==> src/rtl/i2c_reg_arbiter.sv <==
`default_nettype none
`timescale 1ns/1ps
// +--------------------------------------------------------------------------+
// | i2c_reg_arbiter                                                          |
// | Arbitrates one single-port register file between I2C slave writes, a     |
// | req/ack host port, and shadow refreshes of the I2C read data.            |
// | Optional feature macro: I2C_ARB_WP_EN (I2C write protection >= WP_BASE). |
// | Revision: 1.0                                                            |
// +--------------------------------------------------------------------------+
module i2c_reg_arbiter #(
  parameter int                ADDR_W      = 8,
  parameter int                DATA_W      = 16,
  parameter int                REFRESH_MAX = 16,
  parameter logic [ADDR_W-1:0] WP_BASE     = 8'hF0
) (
  input  logic              clk,
  input  logic              reset_n,
  input  logic              i2c_we,
  input  logic [ADDR_W-1:0] i2c_reg_addr,
  input  logic [DATA_W-1:0] i2c_datao,
  input  logic              i2c_busy,
  output logic [DATA_W-1:0] i2c_datai,
  input  logic              host_req,
  input  logic              host_we,
  input  logic [ADDR_W-1:0] host_addr,
  input  logic [DATA_W-1:0] host_wdata,
  output logic              host_ack,
  output logic [DATA_W-1:0] host_rdata,
  output logic [ADDR_W-1:0] rf_addr,
  output logic              rf_we,
  output logic [DATA_W-1:0] rf_wdata,
  input  logic [DATA_W-1:0] rf_rdata,
  output logic              wp_violation
);

  localparam int            c_TW   = $clog2(REFRESH_MAX + 1);
  localparam logic [c_TW-1:0] c_TMAX = c_TW'(REFRESH_MAX);
`ifdef I2C_ARB_WP_EN
  localparam bit c_WP_EN = 1'b1;
`else
  localparam bit c_WP_EN = 1'b0;
`endif

  typedef enum logic [2:0] {
    OP_NONE    = 3'd0,
    OP_I2C_WR  = 3'd1,
    OP_HOST_WR = 3'd2,
    OP_HOST_RD = 3'd3,
    OP_REFRESH = 3'd4
  } op_e;

  op_e               r_last_op;
  op_e               r_cap_op;
  op_e               w_grant;
  logic              r_stale;
  logic              r_ref_dirty;
  logic              r_busy_q;
  logic [ADDR_W-1:0] r_addr_q;
  logic [ADDR_W-1:0] r_ref_addr;
  logic [c_TW-1:0]   r_timer;

  logic [ADDR_W-1:0] w_rf_addr;
  logic              w_rf_we;
  logic [DATA_W-1:0] w_rf_wdata;
  logic              w_wp_hit;
  logic              w_host_inflight;
  logic              w_ref_inflight;
  logic              w_force;
  logic              w_host_ok;
  logic              w_wr_hit;
  logic              w_stale_evt;
  logic              w_ref_clear;

  assign w_wp_hit        = c_WP_EN && i2c_we && (i2c_reg_addr >= WP_BASE);
  assign w_host_inflight = (r_last_op == OP_HOST_WR) || (r_last_op == OP_HOST_RD) ||
                           (r_cap_op == OP_HOST_RD);
  assign w_ref_inflight  = (r_last_op == OP_REFRESH) || (r_cap_op == OP_REFRESH);
  assign w_force         = r_stale && (r_timer >= c_TMAX) && !w_ref_inflight;
  assign w_host_ok       = host_req && !w_host_inflight && !host_ack;

  // Slot grant: exactly one op per cycle, issued on rf_* next cycle
  always_comb begin
    w_grant    = OP_NONE;
    w_rf_addr  = rf_addr;
    w_rf_we    = 1'b0;
    w_rf_wdata = rf_wdata;
    if (i2c_we) begin
      w_grant    = OP_I2C_WR;
      w_rf_addr  = i2c_reg_addr;
      w_rf_wdata = i2c_datao;
      w_rf_we    = !w_wp_hit;
    end else if (w_force) begin
      w_grant   = OP_REFRESH;
      w_rf_addr = i2c_reg_addr;
    end else if (w_host_ok) begin
      w_grant    = host_we ? OP_HOST_WR : OP_HOST_RD;
      w_rf_addr  = host_addr;
      w_rf_we    = host_we;
      w_rf_wdata = host_wdata;
    end else if (r_stale && !w_ref_inflight) begin
      w_grant   = OP_REFRESH;
      w_rf_addr = i2c_reg_addr;
    end
  end

  always_ff @(posedge clk or negedge reset_n) begin
    if (!reset_n) begin
      r_last_op <= OP_NONE;
      r_cap_op  <= OP_NONE;
    end else begin
      r_last_op <= w_grant;
      r_cap_op  <= r_last_op;
    end
  end

  // Stale events are detected at grant time so a write granted during a refresh capture still wins
  assign w_wr_hit    = ((w_grant == OP_I2C_WR) && !w_wp_hit) ||
                       ((w_grant == OP_HOST_WR) && (host_addr == i2c_reg_addr));
  assign w_stale_evt = (i2c_reg_addr != r_addr_q) || (i2c_busy && !r_busy_q) || w_wr_hit;
  assign w_ref_clear = (r_cap_op == OP_REFRESH) && !r_ref_dirty && (i2c_reg_addr == r_ref_addr);

  always_ff @(posedge clk or negedge reset_n) begin
    if (!reset_n) begin
      rf_addr     <= '0;
      rf_we       <= 1'b0;
      rf_wdata    <= '0;
      host_ack    <= 1'b0;
      host_rdata  <= '0;
      i2c_datai   <= '0;
      r_stale     <= 1'b1;
      r_timer     <= '0;
      r_ref_dirty <= 1'b0;
      r_ref_addr  <= '0;
      r_addr_q    <= '0;
      r_busy_q    <= 1'b0;
    end else begin
      rf_addr  <= w_rf_addr;
      rf_we    <= w_rf_we;
      rf_wdata <= w_rf_wdata;
      r_addr_q <= i2c_reg_addr;
      r_busy_q <= i2c_busy;
      host_ack <= (r_last_op == OP_HOST_WR) || (r_cap_op == OP_HOST_RD);
      if (r_cap_op == OP_HOST_RD) host_rdata <= rf_rdata;
      if (r_cap_op == OP_REFRESH) i2c_datai  <= rf_rdata;
      if (r_last_op == OP_REFRESH) begin
        r_ref_addr  <= rf_addr;
        r_ref_dirty <= w_stale_evt;
      end
      if (w_stale_evt)      r_stale <= 1'b1;
      else if (w_ref_clear) r_stale <= 1'b0;
      if (!r_stale)              r_timer <= '0;
      else if (r_timer < c_TMAX) r_timer <= r_timer + 1'b1;
    end
  end

  generate
    if (c_WP_EN) begin : g_wp
      logic r_wp_violation;
      always_ff @(posedge clk or negedge reset_n) begin
        if (!reset_n)      r_wp_violation <= 1'b0;
        else if (w_wp_hit) r_wp_violation <= 1'b1;
      end
      assign wp_violation = r_wp_violation;
    end else begin : g_no_wp
      assign wp_violation = 1'b0;
    end
  endgenerate

endmodule
`default_nettype wire

==> config.mk <==
export PLATFORM = sky130hd
export DESIGN_NAME = i2c_reg_arbiter
export DESIGN_NICKNAME = d
export VERILOG_FILES = /design/src/rtl/i2c_reg_arbiter.sv
export SDC_FILE = /design/constraint.sdc
export NUM_CORES = 1
export LEC_CHECK = 0
export CORE_AREA = 10 10 83 121
export DETAILED_ROUTE_END_ITERATION = 16
export DIE_AREA = 0 0 93 131
export GPL_ROUTABILITY_DRIVEN = 0
export PLACE_DENSITY = 0.84
export SYNTH_ARGS = -nofsm -noshare
export SYNTH_HDL_FRONTEND = slang
export SYNTH_SLANG_ARGS = --single-unit
==> constraint.sdc <==
create_clock -name clk -period 4.3 [get_ports clk]
set_input_delay 1.29 -clock clk [delete_from_list [all_inputs] [get_ports clk]]
set_output_delay 1.29 -clock clk [all_outputs]
set_load 0.02 [all_outputs]
; Word level (Yosys, flattened, before mapping)
; Cells that the tools add are included.
[word_totals]
output_inout_bits = 59
regBits = 88
word_cells = 73
inputBits = 70
[classes]
order_cmp = 2
n_reduce_logical = 25
eq_ne = 12
muxes = 19
addsub = 1
[op_table]
columns = op, n
row1 = $mux W16, 3
row2 = $mux W8, 4
row3 = $eq A8 B8 Y1, 2
row4 = $eq A3 B2 Y1 const B, 4
row5 = $mux W3, 4
row6 = $mux W5, 2
row7 = $logic_and A1 B1 Y1, 9
row8 = $ne A8 B8 Y1, 1
row9 = $logic_or A1 B1 Y1, 7
row10 = $eq A3 B3 Y1 const B, 2
row11 = $mux W1, 6
row12 = $add A5 B1 Y5 const B, 1
row13 = $ge A5 B5 Y1 const B, 1
row14 = $logic_not A1 Y1, 5
row15 = $lt A5 B5 Y1 const B, 1
row16 = $reduce_bool A2 Y1, 2
row17 = $reduce_bool A4 Y1, 1
row18 = $eq A3 B1 Y1 const B, 1
row19 = $ne A2 B1 Y1 const B, 1
row20 = $ne A2 B2 Y1 const B, 1
row21 = $reduce_and A2 Y1, 1

; Depth between registers and ports, before layout
[logic_depth]
ltp_word = 14
depth_mapped = 8
depth_no_buf = 5

; Worst setup path before layout
; OpenSTA, ideal clock, no wires.
[synth_timing]
path_type = input-to-reg
from = input port host_req
to = register rf_wdata[10]
slack_ps = 1756
arrival_time_ps = 2419
required_ps = 4175
cell_stages = 6
setup_ps = 125
path_buffers = 2
cell_sequence = and4b_2 nand2b_4 buf_6 buf_8 mux2_4 mux2_2
[synth_via]
elab_chain_len = 4
[synth_rtl]
columns = item, line_no
row1 = "start, declared", 23  ; input logic host_req,
row2 = $logic_and A1 B1 Y1 (2 in series), 79  ; assign w_host_ok = host_req && !w_host_inflight && !host_ack;
row3 = $reduce_bool A2 Y1 (no source line), --
row4 = $reduce_and A2 Y1 (no source line), --
row5 = "end signal, assigned", 139  ; rf_wdata <= w_rf_wdata;
row6 = "end, declared", 31  ; output logic [DATA_W-1:0] rf_wdata,
; Every way passes these cells.
; A chain may end at the register's enable or synchronous reset.

; Final worst setup path
[layout_timing]
from = input port i2c_reg_addr[6]
to = register r_ref_dirty
[layout_via]
elab_chain_len = 4
word_cells_on_any_way = 6
cone_classes = eq/ne (2) / reduce/logical (4)
[layout_rtl]
columns = item, line_no
row1 = "start, declared", 19  ; input logic [ADDR_W-1:0] i2c_reg_addr,
row2 = $eq A8 B8 Y1, 118  ; ((w_grant == OP_HOST_WR) && (host_addr == i2c_reg_addr));
row3 = $logic_and A1 B1 Y1, 118
row4 = $logic_or A1 B1 Y1, 117  ; assign w_wr_hit = ((w_grant == OP_I2C_WR) && !w_wp_hit) ||
row5 = $logic_or A1 B1 Y1 *, 119  ; assign w_stale_evt = (i2c_reg_addr != r_addr_q) || (i2c_busy && !r_busy_q) || w_wr_hit;
row6 = "end signal, assigned", 147  ; r_ref_dirty <= w_stale_evt;
row7 = "end, declared", 56  ; logic r_ref_dirty;
; Mark *: on every way between the ends. The rest lies on a longest branch, timed or not.

==> qor.csv <==
stage;metric;value;unit
routing;vias;2544;
global_route;global_route.usage.met1;0.148;
global_route;top_usage_layer;met2;
floorplan;die_h;131;µm
cells_and_area;drive_above_1_share;0.236;
routing;via_per_inst;5.06;
logic_synthesis;synth_cell_types;38;
timing;fin_crit;2.74;ns
cells_and_area;diodes;0;
timing;period_share;0.636;
timing;report.final.slew_viol_count;0;
cells_and_area;layout_common_cells;clkdlybuf4s50_1 (126), dfrtp_1 (87), mux2_2 (63);
logic_synthesis;synth_area;0.00381;mm²
power;p_leak;2.24;nW
routing;first_pass_iters;4;
global_route;use_met3;0.0503;
floorplan;initial_core_util;0.481;
global_route;grt_pass1_wl;14900;µm
setup_path;worstPathRequired;4.47;ns
logic_synthesis;synthCells;265;
logic_synthesis;syn_nets;336;
floorplan;fp-row-count;40;
timing;rsz0062_at_grt;false;
clock_network;postCtsSetupRepairBufs;0;
cells_and_area;seqCellArea;0.00220;mm²
power;p_per_area;612;mW/mm²
clock_network;post_cts_resized;0;
worst_hold_path;hp-class;register to register;
floorplan;die_area;0.0122;mm²
power;total_power;3.32;mW
logic_synthesis;ys_warn_count;0;
clock_network;clk_pin_slew_worst_paths;0.06;ns
logic_synthesis;synth.avg_cell_area;14.4;µm²
clock_network;hold_buffers;0;
global_route;grt_start_max_net_pins;89;
clock_network;clock-sinks;88;
global_route;antenna_found_initial;0;
place;port_buffers;127;
clock_network;insertion_delay;0.33;ns
routing;wl;9330;µm
global_route;grt_pass1_vias;2949;
global_route;met2_usage;0.294;
timing;hold_viol;0;
logic_synthesis;yosys.area.top_type;dfrtp_1;
logic_synthesis;synth_top_area_frac;0.572;
logic_synthesis;ys_seq_elements;88;
floorplan;top_level_ports;129;
routing;ant_nets;0;
timing;worst_pin_slew;1.09;ns
setup_path;critical_path_class;input pin to register;
timing;setup_viol;0;
routing;drtIter0Drc;75;
place;post-dp-hpwl;7040;µm
clock_network;root_buffer;clkbuf_16;
cells_and_area;syn_to_final_growth;42.3;%
setup_path;critPathArrivalTime;2.90;ns
setup_path;critPathLaunchType;input pin;
cells_and_area;final_net_count;466;
status;outcome;finished, final reports clean;
job;maxCapViolCount;0;
timing;slew_headroom;0.275;
routing;drt-wirelength-per-cell;18.5;µm
cells_and_area;n_fill_cell;652;
timing;setup_tns;0;ns
setup_path;crit_path_end_kind;register;
floorplan;core;0.00791;mm²
clock_network;clk_path_buf_depth;2;
setup_path;crit_fanout;5;
setup_path;r2r_setup_slack;1.90;ns
logic_synthesis;synthTopCellsByArea;dfrtp_1 (57%), mux2_2 (19%), xnor2_1 (4.1%), mux2_4 (3.6%), mux2i_1 (2.4%);
timing;fmax;366;MHz
floorplan;die_x;93;µm
power;ir_drop;0.329;mV
cells_and_area;multi_input_area;0.00154;mm²
global_route;track_usage;0.158;
logic_synthesis;yosysSeqAreaShare;0.579;
timing;skew;0.00537;ns
routing;drc;0;
clock_network;cts_tree;yes;
global_route;grt-ovfl-total;0;
cells_and_area;mostFrequentLayoutCell;clkdlybuf4s50_1;
clock_network;cts_made_buffers;9;
clock_network;htree_levels;3;
## state kept, by name, summed over array words and instances, names as in the netlist
register / cells
host_rdata: 16
i2c_datai: 16
rf_wdata: 16
r_addr_q: 8
r_ref_addr: 8
rf_addr: 8
r_timer: 5
r_cap_op: 3
r_last_op: 3
host_ack: 1
r_busy_q: 1
r_ref_dirty: 1
r_stale: 1
rf_we: 1
## worst max-delay path: stages
cell and delay [ns]:
clkdlybuf4s50_1 0.52, xor2_1 0.22, nor4_1 0.41, nand3_1 0.13
a31oi_1 0.22, a21oi_1 0.10
## Yosys cell counts (all sizes together)
master  number
nand2        3
ha           1
nor2b        4
conb         1
nor4         1
nand3        1
dfstp        1
o21bai       1
nand4        4
clkbuf       5
mux2i        9
nor3b        3
o21ai        1
xnor2       18
nor3         4
a31oi        2
buf          6
and4b        1
a21oi        9
xor2         9
dfrtp       87
nand2b       3
o41ai        1
mux2        72
and2         3
nand4b       1
a211o        1
a21o         1
nor2        11
nand3b       1
## power by group
part | switching [mW] | internal [mW]
sequential | 0.164 | 1.11
clock | 0.284 | 0.400
combinational | 0.596 | 0.759
## per-layer routing
| metal | vias to the layer above | wire, µm |
|---|---|---|
| met3 | 14 | 524 |
| met5 | - | 0 |
| met4 | 0 | 251 |
| met1 | 1270 | 3220 |
| li1 | 1188 | - |
| met2 | 72 | 5330 |
## worst paths after layout
check                      cells past startpoint              to            start
max                                            6     r_ref_dirty  i2c_reg_addr[6]
min                                            0     r_cap_op[2]     r_last_op[2]
max reg2reg                                    5    rf_wdata[14]     r_last_op[0]
min reg2reg                                    0     r_cap_op[2]     r_last_op[2]
max in group asynchronous                      1  host_rdata[11]          reset_n
min in group asynchronous                      1      rf_addr[2]          reset_n
## through the flow
| step | std cells | area, µm² | hold slack [ns] | worst slack [ns] | utilization |
|---|---|---|---|---|---|
| after floorplan | 265 | 3810 | 0.357 | 1.76 | - |
| after global placement | 489 | 5160 | 0.365 | 1.28 | 0.653 |
| after detailed placement | 489 | 5160 | 0.370 | 1.22 | 0.653 |
| after CTS | 503 | 5420 | 0.378 | 1.58 | 0.685 |
| after global routing | 503 | 5420 | 0.391 | 1.48 | 0.685 |
| final | 503 | 5420 | 0.376 | 1.56 | 0.685 |
## final cells by class
| type | instances | share of cell area |
|---|---|---|
| clock buffers | 13 | 0.0462 |
| clock inverters | 1 | 0.000924 |
| multi-input cells | 166 | 0.284 |
| flip-flops and latches | 88 | 0.407 |
| well taps | 105 | 0.0242 |
| repair buffers | 130 | 0.238 |
## cell families (layout without fill, tap and decap cells)
logic type      count (synthesis)  after routing  synth area share
simple gates                   40             40            0.0651
buf+inv                        11            144            0.0191
xor+xnor                       27             27            0.0621
flops                          88             88             0.579
other cells                     1              1          0.000985
mux                            81             81             0.246
compound gates                 16             16            0.0250
fa+ha+maj                       1              1           0.00329
No activity file was read; power rests on OpenSTA's default activity.
